--- src/rtl/dds_dac_pkg.sv ---
// Shared types and constants for the DAC SPI output stage of the DDS chain.
// Frame layout is {config nibble, 12-bit sample}, sent MSB first.
package dds_dac_pkg;

    typedef enum logic [2:0] {
        IDLE,
        SETUP,
        SHIFT,
        STOP,
        LDAC
    } dac_state_t;

    localparam int FRAME_BITS = 16;
    localparam int DATA_BITS  = 12;
    localparam int CFG_W      = FRAME_BITS - DATA_BITS;
    localparam int OVF_W      = 8;

    // Channel A, unbuffered, gain 1x, active
    localparam logic [CFG_W-1:0] CFG_BITS_DEF = 4'b0011;

endpackage

--- src/rtl/dac_tick_gen.sv ---
// Half-period timebase for the SPI serialiser: emits a one-cycle tick every
// CLK_DIV clocks, and restarts from zero whenever restart is held.
module dac_tick_gen #(
    parameter int CLK_DIV = 2
) (
    input  logic Fg_CLK,
    input  logic RESETn,
    input  logic restart,
    output logic tick
);

    logic [7:0] cnt;

    assign tick = (cnt == 8'(CLK_DIV - 1));

    always_ff @(posedge Fg_CLK) begin
        if (!RESETn || restart || tick) begin
            cnt <= '0;
        end else begin
            cnt <= cnt + 8'd1;
        end
    end

endmodule

--- src/rtl/dac_spi_driver.sv ---
// Serialises each interpolated sample to a 12-bit SPI DAC as a 16-bit frame,
// then pulses LDACn; a one-deep pending register absorbs mid-frame samples.
module dac_spi_driver
    import dds_dac_pkg::*;
#(
    parameter int               CLK_DIV  = 2,
    parameter logic [CFG_W-1:0] CFG_BITS = CFG_BITS_DEF
) (
    input  logic                 Fg_CLK,
    input  logic                 RESETn,
    input  logic                 Enable,
    input  logic [DATA_BITS-1:0] osc_out,
    output logic                 DAC_CSn,
    output logic                 DAC_SCLK,
    output logic                 DAC_SDI,
    output logic                 DAC_LDACn,
    output logic                 Busy,
    output logic                 Overrun,
    output logic [OVF_W-1:0]     OvfCnt
);

    localparam int BIT_W = $clog2(FRAME_BITS);

    dac_state_t              state;
    logic                    pend_valid;
    logic [DATA_BITS-1:0]    pend_data;
    logic [FRAME_BITS-1:0]   shreg;
    logic [BIT_W-1:0]        bit_cnt;
    logic                    phase_hi;
    logic                    tick;
    logic                    consume;
    logic                    shift_now;
    logic                    ovr_now;

    function automatic logic [OVF_W-1:0] sat_inc(input logic [OVF_W-1:0] v);
        return (&v) ? v : v + 1'b1;
    endfunction

    // Counter is parked in IDLE so every frame starts on a fresh half-period;
    // all later state entries coincide with a tick wrap.
    dac_tick_gen #(
        .CLK_DIV (CLK_DIV)
    ) u_tick (
        .Fg_CLK  (Fg_CLK),
        .RESETn  (RESETn),
        .restart (state == IDLE),
        .tick    (tick)
    );

    assign consume   = (state == IDLE) && pend_valid;
    assign shift_now = (state == SHIFT) && tick && phase_hi;
    assign ovr_now   = Enable && pend_valid && !consume;

    // Data path: no reset needed, validity is tracked by pend_valid and state
    always_ff @(posedge Fg_CLK) begin
        if (Enable) begin
            pend_data <= osc_out;
        end
        if (consume) begin
            shreg <= {CFG_BITS, pend_data};
        end else if (shift_now) begin
            shreg <= {shreg[FRAME_BITS-2:0], 1'b0};
        end
    end

    always_ff @(posedge Fg_CLK) begin
        if (!RESETn) begin
            state      <= IDLE;
            pend_valid <= 1'b0;
            phase_hi   <= 1'b0;
            bit_cnt    <= '0;
            DAC_CSn    <= 1'b1;
            DAC_SCLK   <= 1'b0;
            DAC_SDI    <= 1'b0;
            DAC_LDACn  <= 1'b1;
            Busy       <= 1'b0;
            Overrun    <= 1'b0;
            OvfCnt     <= '0;
        end else begin
            // Pins are decoded from the current state, one cycle behind it
            DAC_CSn   <= !((state == SETUP) || (state == SHIFT));
            DAC_SCLK  <= (state == SHIFT) && phase_hi;
            DAC_SDI   <= ((state == SETUP) || (state == SHIFT)) ? shreg[FRAME_BITS-1] : 1'b0;
            DAC_LDACn <= (state != LDAC);
            Busy      <= (state != IDLE);
            Overrun   <= ovr_now;
            if (ovr_now) begin
                OvfCnt <= sat_inc(OvfCnt);
            end

            pend_valid <= Enable || (pend_valid && !consume);

            case (state)
                IDLE: begin
                    if (pend_valid) begin
                        state <= SETUP;
                    end
                end
                SETUP: begin
                    if (tick) begin
                        state    <= SHIFT;
                        phase_hi <= 1'b1;
                        bit_cnt  <= '0;
                    end
                end
                SHIFT: begin
                    if (tick) begin
                        if (phase_hi) begin
                            phase_hi <= 1'b0;
                        end else if (bit_cnt == BIT_W'(FRAME_BITS - 1)) begin
                            state <= STOP;
                        end else begin
                            bit_cnt  <= bit_cnt + 1'b1;
                            phase_hi <= 1'b1;
                        end
                    end
                end
                STOP: begin
                    if (tick) begin
                        state <= LDAC;
                    end
                end
                LDAC: begin
                    if (tick) begin
                        state <= IDLE;
                    end
                end
                default: state <= IDLE;
            endcase
        end
    end

endmodule

--- config.mk ---
export PLATFORM = sky130hd
export DESIGN_NAME = dac_spi_driver
export DESIGN_NICKNAME = d
export VERILOG_FILES = /design/src/rtl/dds_dac_pkg.sv /design/src/rtl/dac_tick_gen.sv /design/src/rtl/dac_spi_driver.sv
export SDC_FILE = /design/constraint.sdc
export NUM_CORES = 1
export LEC_CHECK = 0
export BUFFER_PORTS_ARGS = -buffer_cell sky130_fd_sc_hd__buf_2
export CELL_PAD_IN_SITES_DETAIL_PLACEMENT = 0
export CELL_PAD_IN_SITES_GLOBAL_PLACEMENT = 1
export CORE_MARGIN = 2
export CORE_UTILIZATION = 48
export CTS_BUF_LIST = sky130_fd_sc_hd__clkbuf_16
export DETAILED_ROUTE_END_ITERATION = 10
export HOLD_SLACK_MARGIN = 0.12
export PLACE_DENSITY = 0.87
export SETUP_SLACK_MARGIN = 0.02
export SYNTH_ARGS = -nofsm -noshare
export SYNTH_HDL_FRONTEND = slang
export SYNTH_SLANG_ARGS = --single-unit
--- constraint.sdc ---
create_clock -name Fg_CLK -period 3.9 [get_ports Fg_CLK]
set_input_delay 0.39 -clock Fg_CLK [delete_from_list [all_inputs] [get_ports Fg_CLK]]
set_output_delay 0.39 -clock Fg_CLK [all_outputs]
set_load 0.02 [all_outputs]
==> run_results.csv, run 1 <==
group,metric,value,unit
floorplanning,fp.dieW,75.6,microns
yosys,ys_ff_latch,59,
sta,tightest_slew,0.722,ns
setup_path,cp_max_fo,12,
layout,final_cells,339,
routing,via_count,1706,
yosys,synthCells,234,
global_route,grt_max_degree,24,
floorplanning,io_pins,29,
layout,fillCellCount,420,
setup_path,cpPeakStageDelay,0.53,ns
sta,period_share,57.0,%
routing,drc,0,
clock_network,cts_inserted_buffers,9,
clock_network,cts_max_level,3,
layout,antennaDiodeCount,0,
floorplanning,initial_core_util,48.8,%
power,powerDensity,527,mW/mm^2
floorplanning,die_h,75.6,microns
setup_path,worst_ep_required_time,3.86,ns
sta,setup_violations,0,
yosys,yosysSeqAreaShare,57.7,%
setup_path,crit_chain,"nor3b_1, nand4_1, nand2_1",
placement,dpl.hpwl,2.79,mm
yosys,syn-num-nets,253,
outcome,outcome,"completed",
layout,final_cell_mix,"48 x nand2_1, 35 x dfxtp_1, 28 x buf_2, 24 x edfxtp_1, 15 x nor2_1",
yosys,synth_cell_types,49,
placement,placed_cells,323,
routing,first_pass_iters,4,
yosys,synth_top_cell_by_area,"edfxtp_1",
placement,globalplace.congestion,0.745,
yosys,syn_area,0.00246,sq mm
yosys,synth_edf_count,24,
setup_path,cp_data_arrival_time,2.19,ns
routing,wl_per_cell,12.4,microns
clock_network,post_cts_buffers,0,
routing,routed_wl,4.19,mm
layout,nNetsFinal,283,
floorplanning,fp-row-count,26,
global_route,antenna_found_initial,0,
layout,drive_above_1_share,17.5,%
global_route,grt_remaining_overflow,0,
flow_run,cap_violations,0,
clock_network,clock-sinks,59,
sta,hold_slack,0.237,ns
setup_path,criticalPathCategory,"flop to flop",
sta,relSlewSlack,51.8,%
yosys,ys_async_sr_fraction,0,%
yosys,synth_area_leaders,"edfxtp_1 29%, dfxtp_1 28%, nand2_1 7.3%",
sta,max_freq,0.450,GHz
clock_network,clk_pin_slew,0.05,ns
sta,setup_tns,0,ns
sta,drv_slew,0,
setup_path,start_kind,"flop",
layout,area_growth_syn_to_layout,19.8,%
sta,setup_slack,1.68,ns
clock_network,cts_tree,"done",
floorplanning,dieArea,0.00572,sq mm
clock_network,root_buffer,"clkbuf_16",
routing,first_iter_violations,65,
floorplanning,fp.coreArea,0.00504,sq mm
setup_path,crit_family,"simple AND/OR/NAND/NOR gates",
setup_path,end_kind,"flop",
global_route,grt_pass1_wl,6.76,mm
yosys,ys_warn_count,0,
setup_path,critPathBufInv,0,
yosys,yosysTopAreaCellShare,29.3,%
clock_network,cts_buffer_depth,2,
placement,place_ws,1.67,ns
sta,finalClockSkew,0.00606,ns
clock_network,ctsResizeCount,0,
setup_path,crit_path_top_delay_cell,"nand2_1",
clock_network,clk_latency,0.33,ns
layout,final_common_cell,"nand2_1",
global_route,grt_usage,16.6,%
yosys,avgSynthCellArea,10.5,sq um
hold_path,hp-class,"input port to flop",
sta,min_period,2.22,ns
power,p_leak,1.19,nW
placement,io_buffer_count,28,
global_route,grt_pass1_vias,1488,
sta,hold_viol,0,
power,ir_drop,0.401,mV
clock_network,holdBufCountCts,0,
yosys,synth_ff_type,"dfxtp_1",
routing,ant_nets,0,
sta,rsz0062_at_grt,"false",
routing,viasPerCell,5.03,
[path summary, 6_finish.rpt]
kind / start / to / slack [ns] / depth (start not counted)
worst max register to register: state[1]$_SDFFE_PN0P_ / shreg[7]$_DFFE_PP_ / 1.68 / 3
worst min register to register: shreg[13]$_SDFFE_PP1P_ / shreg[14]$_SDFFE_PP0P_ / 0.47 / 2
worst max-delay path: state[1]$_SDFFE_PN0P_ / shreg[7]$_DFFE_PP_ / 1.68 / 3
worst min-delay path: osc_out[1] / pend_data[1]$_DFFE_PP_ / 0.24 / 1
[per-layer routing]
metal  track usage [%]  routed length, microns  vias up
met5                 0                       0        -
met4              8.77                      81        0
met3              7.14                     149        9
met2              22.1                    1790       23
met1              22.7                    2170      793
li1                  -                       -      881
[report_power, final]
group	total [mW]	internal [mW]	switching [mW]
registers	0.683	0.672	0.0110
clock network	0.806	0.549	0.256
logic	0.0665	0.0241	0.0424
[sequential cells by signal, summed over array words and instances, names as in the netlist, 3 cells and up]
signal,count
state,3
u_tick.cnt,8
shreg,16
OvfCnt,8
pend_data,12
bit_cnt,4
[final cells by class]
type | instances | area (sq um) | share of cell area [%]
Multi-Input combinational cell | 161 | 973 | 33.0
Inverter | 5 | 18.8 | 0.636
Clock buffer | 9 | 225 | 7.63
Tap cell | 70 | 87.6 | 2.97
Clock inverter | 7 | 83.8 | 2.84
Sequential cell | 59 | 1420 | 48.2
Timing Repair Buffer | 28 | 140 | 4.75
[cells by family after synthesis]
kind of cell,synth area share [%]
simple gates,24.0
flops,57.7
compound gates,9.10
buf+inv,2.74
xor+xnor,3.56
fa+ha+maj,2.03
mux,0.813
[worst reg2reg max path, stage by stage, from the launching register on]
cell and delay (ns):
dfxtp_1 0.50, nor3b_1 0.43, nand4_1 0.41, nand2_1 0.53
[synthesized netlist by cell type, types with 2 or more instances]
master and count:
a21oi_1 4, nor3_1 4, and2_1 5, and3_1 7, o21ai_0 6, o31ai_1 3, xor2_1 7, inv_1 5
ha_1 4, a21boi_1 2, edfxtp_1 24, nand2b_1 2, clkbuf_1 4, nor2_1 15, nand3_1 14, nor2b_1 5
mux2i_1 2, nand4_1 2, nand2_1 48, xnor2_1 3, or4_1 3, dfxtp_1 35, a21boi_0 2, buf_2 3
[metrics by stage]
step / total power, mW / instance area (sq um) / utilization (%)
2_1_floorplan: 0.740 / 2460 / -
3_3_place_gp: 0.760 / 2640 / 52.4
3_5_place_dp: 0.761 / 2640 / 52.4
4_1_cts: 1.57 / 2950 / 58.5
5_1_grt: 1.61 / 2950 / 58.5
6_report: 1.55 / 2950 / 58.5
Note: power is estimated with default switching activity, not from simulation.
==> run 2, diff against run 1 <==
--- a/config.mk
+++ b/config.mk
@@ -9,11 +9,11 @@
 export CELL_PAD_IN_SITES_DETAIL_PLACEMENT = 0
 export CELL_PAD_IN_SITES_GLOBAL_PLACEMENT = 1
 export CORE_MARGIN = 2
-export CORE_UTILIZATION = 48
+export CORE_UTILIZATION = 40
 export CTS_BUF_LIST = sky130_fd_sc_hd__clkbuf_16
 export DETAILED_ROUTE_END_ITERATION = 10
 export HOLD_SLACK_MARGIN = 0.12
-export PLACE_DENSITY = 0.87
+export PLACE_DENSITY = 0.78
 export SETUP_SLACK_MARGIN = 0.02
 export SYNTH_ARGS = -nofsm -noshare
 export SYNTH_HDL_FRONTEND = slang
==> constraint.sdc (replaced) <==
create_clock -name Fg_CLK -period 2 [get_ports Fg_CLK]
set_input_delay 0.2 -clock Fg_CLK [delete_from_list [all_inputs] [get_ports Fg_CLK]]
set_output_delay 0.2 -clock Fg_CLK [all_outputs]
set_load 0.02 [all_outputs]
==> run_results.csv, run 2 (same netlist as run 1, synthesis figures left out) <==
group,metric,value,unit
clock_network,clk_pin_slew,0.05,ns
clock_network,clk_latency,0.32,ns
outcome,outcome,"completed",
clock_network,cts_tree,"done",
layout,largest_register_ffs,16,
sta,setup_tns,0,ns
clock_network,ctsResizeCount,0,
setup_path,end_kind,"flop",
layout,final_area,0.00312,sq mm
routing,via_count,1798,
routing,drc,0,
global_route,grt_pass1_vias,1619,
routing,first_iter_violations,91,
clock_network,cts_buffer_depth,2,
sta,hold_slack,0.154,ns
setup_path,worst_ep_required_time,2.24,ns
power,p_leak,1.28,nW
placement,globalplace.congestion,0.767,
power,powerDensity,931,mW/mm^2
routing,ant_nets,0,
layout,top_regs,"shreg: 16 flops, pend_data: 12 flops",
sta,finalClockSkew,0.00416,ns
floorplanning,dieArea,0.00680,sq mm
setup_path,criticalPathCategory,"flop to flop",
floorplanning,fp.dieW,82.5,microns
routing,viasPerCell,4.91,
flow_run,cap_violations,0,
sta,min_period,1.76,ns
clock_network,cts_max_level,3,
layout,drive_above_1_share,18.9,%
sta,max_freq,0.568,GHz
floorplanning,io_pins,29,
sta,tightest_slew,0.471,ns
sta,rsz0062_at_grt,"false",
sta,relSlewSlack,67.8,%
global_route,antenna_found_initial,0,
sta,setup_violations,0,
sta,period_share,88.0,%
sta,drv_slew,0,
placement,dpl.hpwl,3.01,mm
setup_path,cp_data_arrival_time,2.00,ns
layout,final_cell_mix,"48 x nand2_1, 35 x dfxtp_1, 28 x buf_2, 24 x edfxtp_1, 15 x nor2_1",
layout,final_common_cell,"nand2_1",
placement,io_buffer_count,28,
hold_path,hp-class,"input port to flop",
clock_network,root_buffer,"clkbuf_16",
clock_network,clock-sinks,59,
power,ir_drop,0.482,mV
floorplanning,die_h,82.5,microns
global_route,grt_remaining_overflow,0,
layout,area_growth_syn_to_layout,26.8,%
setup_path,cp_max_fo,6,
clock_network,cts_inserted_buffers,9,
floorplanning,initial_core_util,41.6,%
layout,antennaDiodeCount,0,
routing,wl_per_cell,12.3,microns
routing,routed_wl,4.51,mm
global_route,grt_max_degree,21,
layout,final_util,52.7,%
layout,nNetsFinal,305,
global_route,grt_pass1_wl,7.45,mm
sta,hold_viol,0,
placement,dpl_cell_area,0.00272,sq mm
routing,first_pass_iters,4,
setup_path,start_kind,"flop",
global_route,grt_usage,14.9,%
layout,top_register,"shreg",
floorplanning,fp.coreArea,0.00592,sq mm
floorplanning,fp-row-count,28,
-- run 2: cell types whose count changed in the layout (fill, tap and decap cells not counted) --
cell | previous run | this run
bufinv_16 | 2 | 1
dlygate4sd3_1 | 0 | 12
clkinvlp_4 | 1 | 0
buf_4 | 0 | 10
inv_1 | 6 | 8
-- run 2: final timing paths --
path | from | endpoint | slack (ns) | depth (start not counted)
setup reg to reg | u_tick.cnt[0]$_SDFF_PP0_ | bit_cnt[1]$_SDFFE_PN0P_ | 0.24 | 5
hold reg to reg | shreg[14]$_SDFFE_PP0P_ | shreg[15]$_SDFFE_PP0P_ | 0.46 | 2
setup / recovery | u_tick.cnt[0]$_SDFF_PP0_ | bit_cnt[1]$_SDFFE_PN0P_ | 0.24 | 5
hold / removal | RESETn | pend_valid$_SDFF_PN0_ | 0.15 | 2
-- run 2: worst max-delay path: stages, from the launching register on --
cell and delay (ns):
dfxtp_1 0.42, ha_1 0.18, nor4b_4 0.23, nand2_2 0.17, a2111oi_4 0.46, mux2i_1 0.23
-- run 2: report_power, final --
part / switching [mW] / internal (mW)
combinational: 0.0879 / 0.0737
clock: 0.478 / 0.935
sequential: 0.0221 / 1.31
-- run 2: layout make-up --
type | count | area [sq um]
Fill cell | 549 | 2800
Sequential cell | 59 | 1420
Multi-Input combinational cell | 161 | 973
Timing Repair Buffer | 50 | 335
Clock buffer | 9 | 225
Tap cell | 75 | 93.8
Clock inverter | 7 | 53.8
Inverter | 5 | 18.8
-- run 2: per-layer routing --
metal | GRT usage, % | wire (microns) | up-vias
li1 | - | - | 928
met1 | 19.7 | 2200 | 836
met2 | 21.4 | 2070 | 27
met3 | 5.87 | 166 | 7
met4 | 6.50 | 71 | 0
met5 | 0 | 0 | -
-- run 2: per-stage QoR --
step	power, mW	instances	setup slack, ns
finish	2.91	366	0.240
global route	3.01	366	0.106
CTS	2.94	365	0.123
detailed placement	1.50	337	0.141
global placement	1.49	337	0.255
floorplan	1.44	234	0.133
-- run 2: what timing repair did --
item | in CTS | in global routing
hold buffers | 12 | 0
buffers inserted | 0 | 1
hold endpoints to repair | 12 | 0
endpoints found under the setup margin | 0 | 2
==> run 3, diff against run 2 <==
--- a/config.mk
+++ b/config.mk
@@ -6,10 +6,8 @@
 export NUM_CORES = 1
 export LEC_CHECK = 0
 export BUFFER_PORTS_ARGS = -buffer_cell sky130_fd_sc_hd__buf_2
-export CELL_PAD_IN_SITES_DETAIL_PLACEMENT = 0
-export CELL_PAD_IN_SITES_GLOBAL_PLACEMENT = 1
 export CORE_MARGIN = 2
-export CORE_UTILIZATION = 40
+export CORE_UTILIZATION = 51
 export CTS_BUF_LIST = sky130_fd_sc_hd__clkbuf_16
 export DETAILED_ROUTE_END_ITERATION = 10
 export HOLD_SLACK_MARGIN = 0.12
==> constraint.sdc (replaced) <==
create_clock -name Fg_CLK -period 2 [get_ports Fg_CLK]
set_input_delay 0.1 -clock Fg_CLK [delete_from_list [all_inputs] [get_ports Fg_CLK]]
set_output_delay 0.1 -clock Fg_CLK [all_outputs]
set_load 0.02 [all_outputs]
==> run_results.csv, run 3 (same netlist as run 1, synthesis figures left out) <==
group,metric,value,unit
clock_network,post_cts_buffers,0,
setup_path,r2r_slack,0.21,ns
floorplanning,die_h,73.5,microns
layout,area_growth_syn_to_layout,25.8,%
setup_path,r2r-end,"bit_cnt[1]$_SDFFE_PN0P_",
sta,rsz0062_at_grt,"false",
floorplanning,fp.dieW,73.5,microns
placement,globalplace.congestion,0.799,
routing,met2_wirelength,2.10,mm
placement,io_buffer_count,28,
placement,placed_cells,315,
setup_path,cp-endpoint,"bit_cnt[1]$_SDFFE_PN0P_",
setup_path,cpPeakStageDelay,0.44,ns
clock_network,cts_tree,"done",
layout,final_cells,344,
layout,multiInputGateArea,973,sq um
setup_path,cp_data_arrival_time,2.03,ns
sta,relSlewSlack,64.4,%
clock_network,clock-sinks,59,
setup_path,critPathBufInv,0,
routing,routed_wl,4.50,mm
global_route,grt_usage,18.1,%
power,ir_drop,0.547,mV
floorplanning,fp.coreArea,0.00469,sq mm
clock_network,root_buffer,"clkbuf_16",
clock_network,clk_latency,0.32,ns
clock_network,cts_buffer_depth,2,
clock_network,clk_pin_slew,0.05,ns
routing,ant_nets,0,
setup_path,crit_path_top_delay_cell,"a2111oi_4",
setup_path,criticalPathCategory,"flop to flop",
global_route,antenna_found_initial,0,
layout,antennaDiodeCount,0,
setup_path,worst_ep_required_time,2.24,ns
hold_path,holdPathStages,4,
setup_path,critPathLaunch,"u_tick.cnt[0]$_SDFF_PP0_",
layout,top_register,"shreg",
placement,dpl.hpwl,2.98,mm
sta,setup_tns,0,ns
sta,hold_viol,0,
setup_path,crit_family,"simple AND/OR/NAND/NOR gates",
outcome,outcome,"completed",
global_route,grt_pass1_wl,7.31,mm
layout,largest_register_ffs,16,
hold_path,hp-class,"input port to flop",
layout,final_cell_mix,"48 x nand2_1, 35 x dfxtp_1, 28 x buf_2, 24 x edfxtp_1, 15 x nor2_1",
sta,drv_slew,0,
layout,nNetsFinal,304,
layout,top_regs,"shreg: 16 flops, pend_data: 12 flops",
global_route,grt_pass1_vias,1617,
clock_network,cts_max_level,3,
global_route,grt_max_degree,21,
flow_run,cap_violations,0,
setup_path,crit_chain,"ha_1, nor4b_4, nand2_2, a2111oi_4, mux2i_1",
sta,min_period,1.79,ns
layout,fillCellCount,364,
layout,final_common_cell,"nand2_1",
power,p_leak,1.27,nW
power,p_clk_share,49.1,%
routing,wl_per_cell,13.1,microns
global_route,grt_remaining_overflow,0,
sta,period_share,89.6,%
power,pwr-share-comb,5.5,%
placement,place_ws,0.204,ns
sta,max_freq,0.558,GHz
floorplanning,io_pins,29,
layout,seq_area,0.00142,sq mm
setup_path,r2r_cells,5,
routing,wl_met3,176,microns
power,p_sw,0.607,mW
sta,tightest_slew,0.530,ns
floorplanning,dieArea,0.00540,sq mm
floorplanning,initial_core_util,52.5,%
setup_path,r2r-start,"u_tick.cnt[0]$_SDFF_PP0_",
routing,first_iter_violations,69,
layout,drive_above_1_share,19.0,%
power,intPower,2.33,mW
sta,setup_violations,0,
routing,drc,0,
routing,top_layer,"met4",
power,powerDensity,948,mW/mm^2
floorplanning,fp-row-count,25,
setup_path,end_kind,"flop",
setup_path,start_kind,"flop",
setup_path,cp_max_fo,6,
routing,via_count,1816,
setup_path,path_depth,5,
power,switching_share,20.7,%
sta,finalClockSkew,0.00459,ns
routing,first_pass_iters,4,
routing,viasPerCell,5.28,
sta,setup_slack,0.209,ns
routing,wl_met1,2.17,mm
clock_network,cts_inserted_buffers,9,
power,seq_power_share,45.4,%
## run 3: power groups by stage
| stage | Sequential (mW) | Combinational, mW | Clock [mW] |
|---|---|---|---|
| 2_1_floorplan | 1.35 | 0.0932 | 0 |
| 3_3_place_gp | 1.35 | 0.137 | 0 |
| 3_5_place_dp | 1.36 | 0.142 | 0 |
| 4_1_cts | 1.33 | 0.163 | 1.48 |
| 5_1_grt | 1.33 | 0.181 | 1.52 |
| 6_report | 1.33 | 0.161 | 1.44 |
## run 3: worst reg2reg max path: stages, from the launching register on
cell and delay [ns]:
dfxtp_1 0.41, ha_1 0.18, nor4b_4 0.30, nand2_2 0.17, a2111oi_4 0.44, mux2i_1 0.22
## run 3: final cells by class
class | count | area share, %
clock buffer | 9 | 7.27
clock inverter | 7 | 1.94
sequential | 59 | 45.9
timing repair buffer | 49 | 10.7
tap | 54 | 2.18
inverter | 5 | 0.606
multi-input combinational | 161 | 31.4
## run 3: worst min-delay path by stage
| stage | end | slack [ns] | from |
|---|---|---|---|
| after floorplan | pend_data[0]$_DFFE_PP_ | 0.20 | osc_out[0] |
| after global placement | pend_data[6]$_DFFE_PP_ | 0.28 | osc_out[6] |
| after detailed placement | pend_data[10]$_DFFE_PP_ | 0.28 | osc_out[10] |
| after CTS | OvfCnt[6]$_SDFFE_PN0P_ | 0.24 | Enable |
| after global routing | OvfCnt[6]$_SDFFE_PN0P_ | 0.26 | Enable |
| final | OvfCnt[6]$_SDFFE_PN0P_ | 0.25 | Enable |
## run 3: metrics by stage
step | cell area, sq um | util [%] | hold slack, ns | total power [mW]
2_1_floorplan | 2460 | - | 0.199 | 1.44
3_3_place_gp | 2680 | 57.1 | 0.277 | 1.49
3_5_place_dp | 2680 | 57.1 | 0.279 | 1.50
4_1_cts | 3100 | 66.0 | 0.241 | 2.97
5_1_grt | 3100 | 66.0 | 0.258 | 3.04
6_report | 3100 | 66.0 | 0.246 | 2.93
## run 3: per-layer routing
metal | GRT usage, % | up-vias
met4 | 7.88 | 0
met2 | 28.2 | 30
met3 | 6.31 | 4
li1 | - | 926
met1 | 23.0 | 856
met5 | 0 | -
## run 3: repair_timing
item,in CTS,in global routing
hold endpoints to repair,13,0
resized for setup,0,0
setup endpoints to repair,0,0
hold buffers,13,0
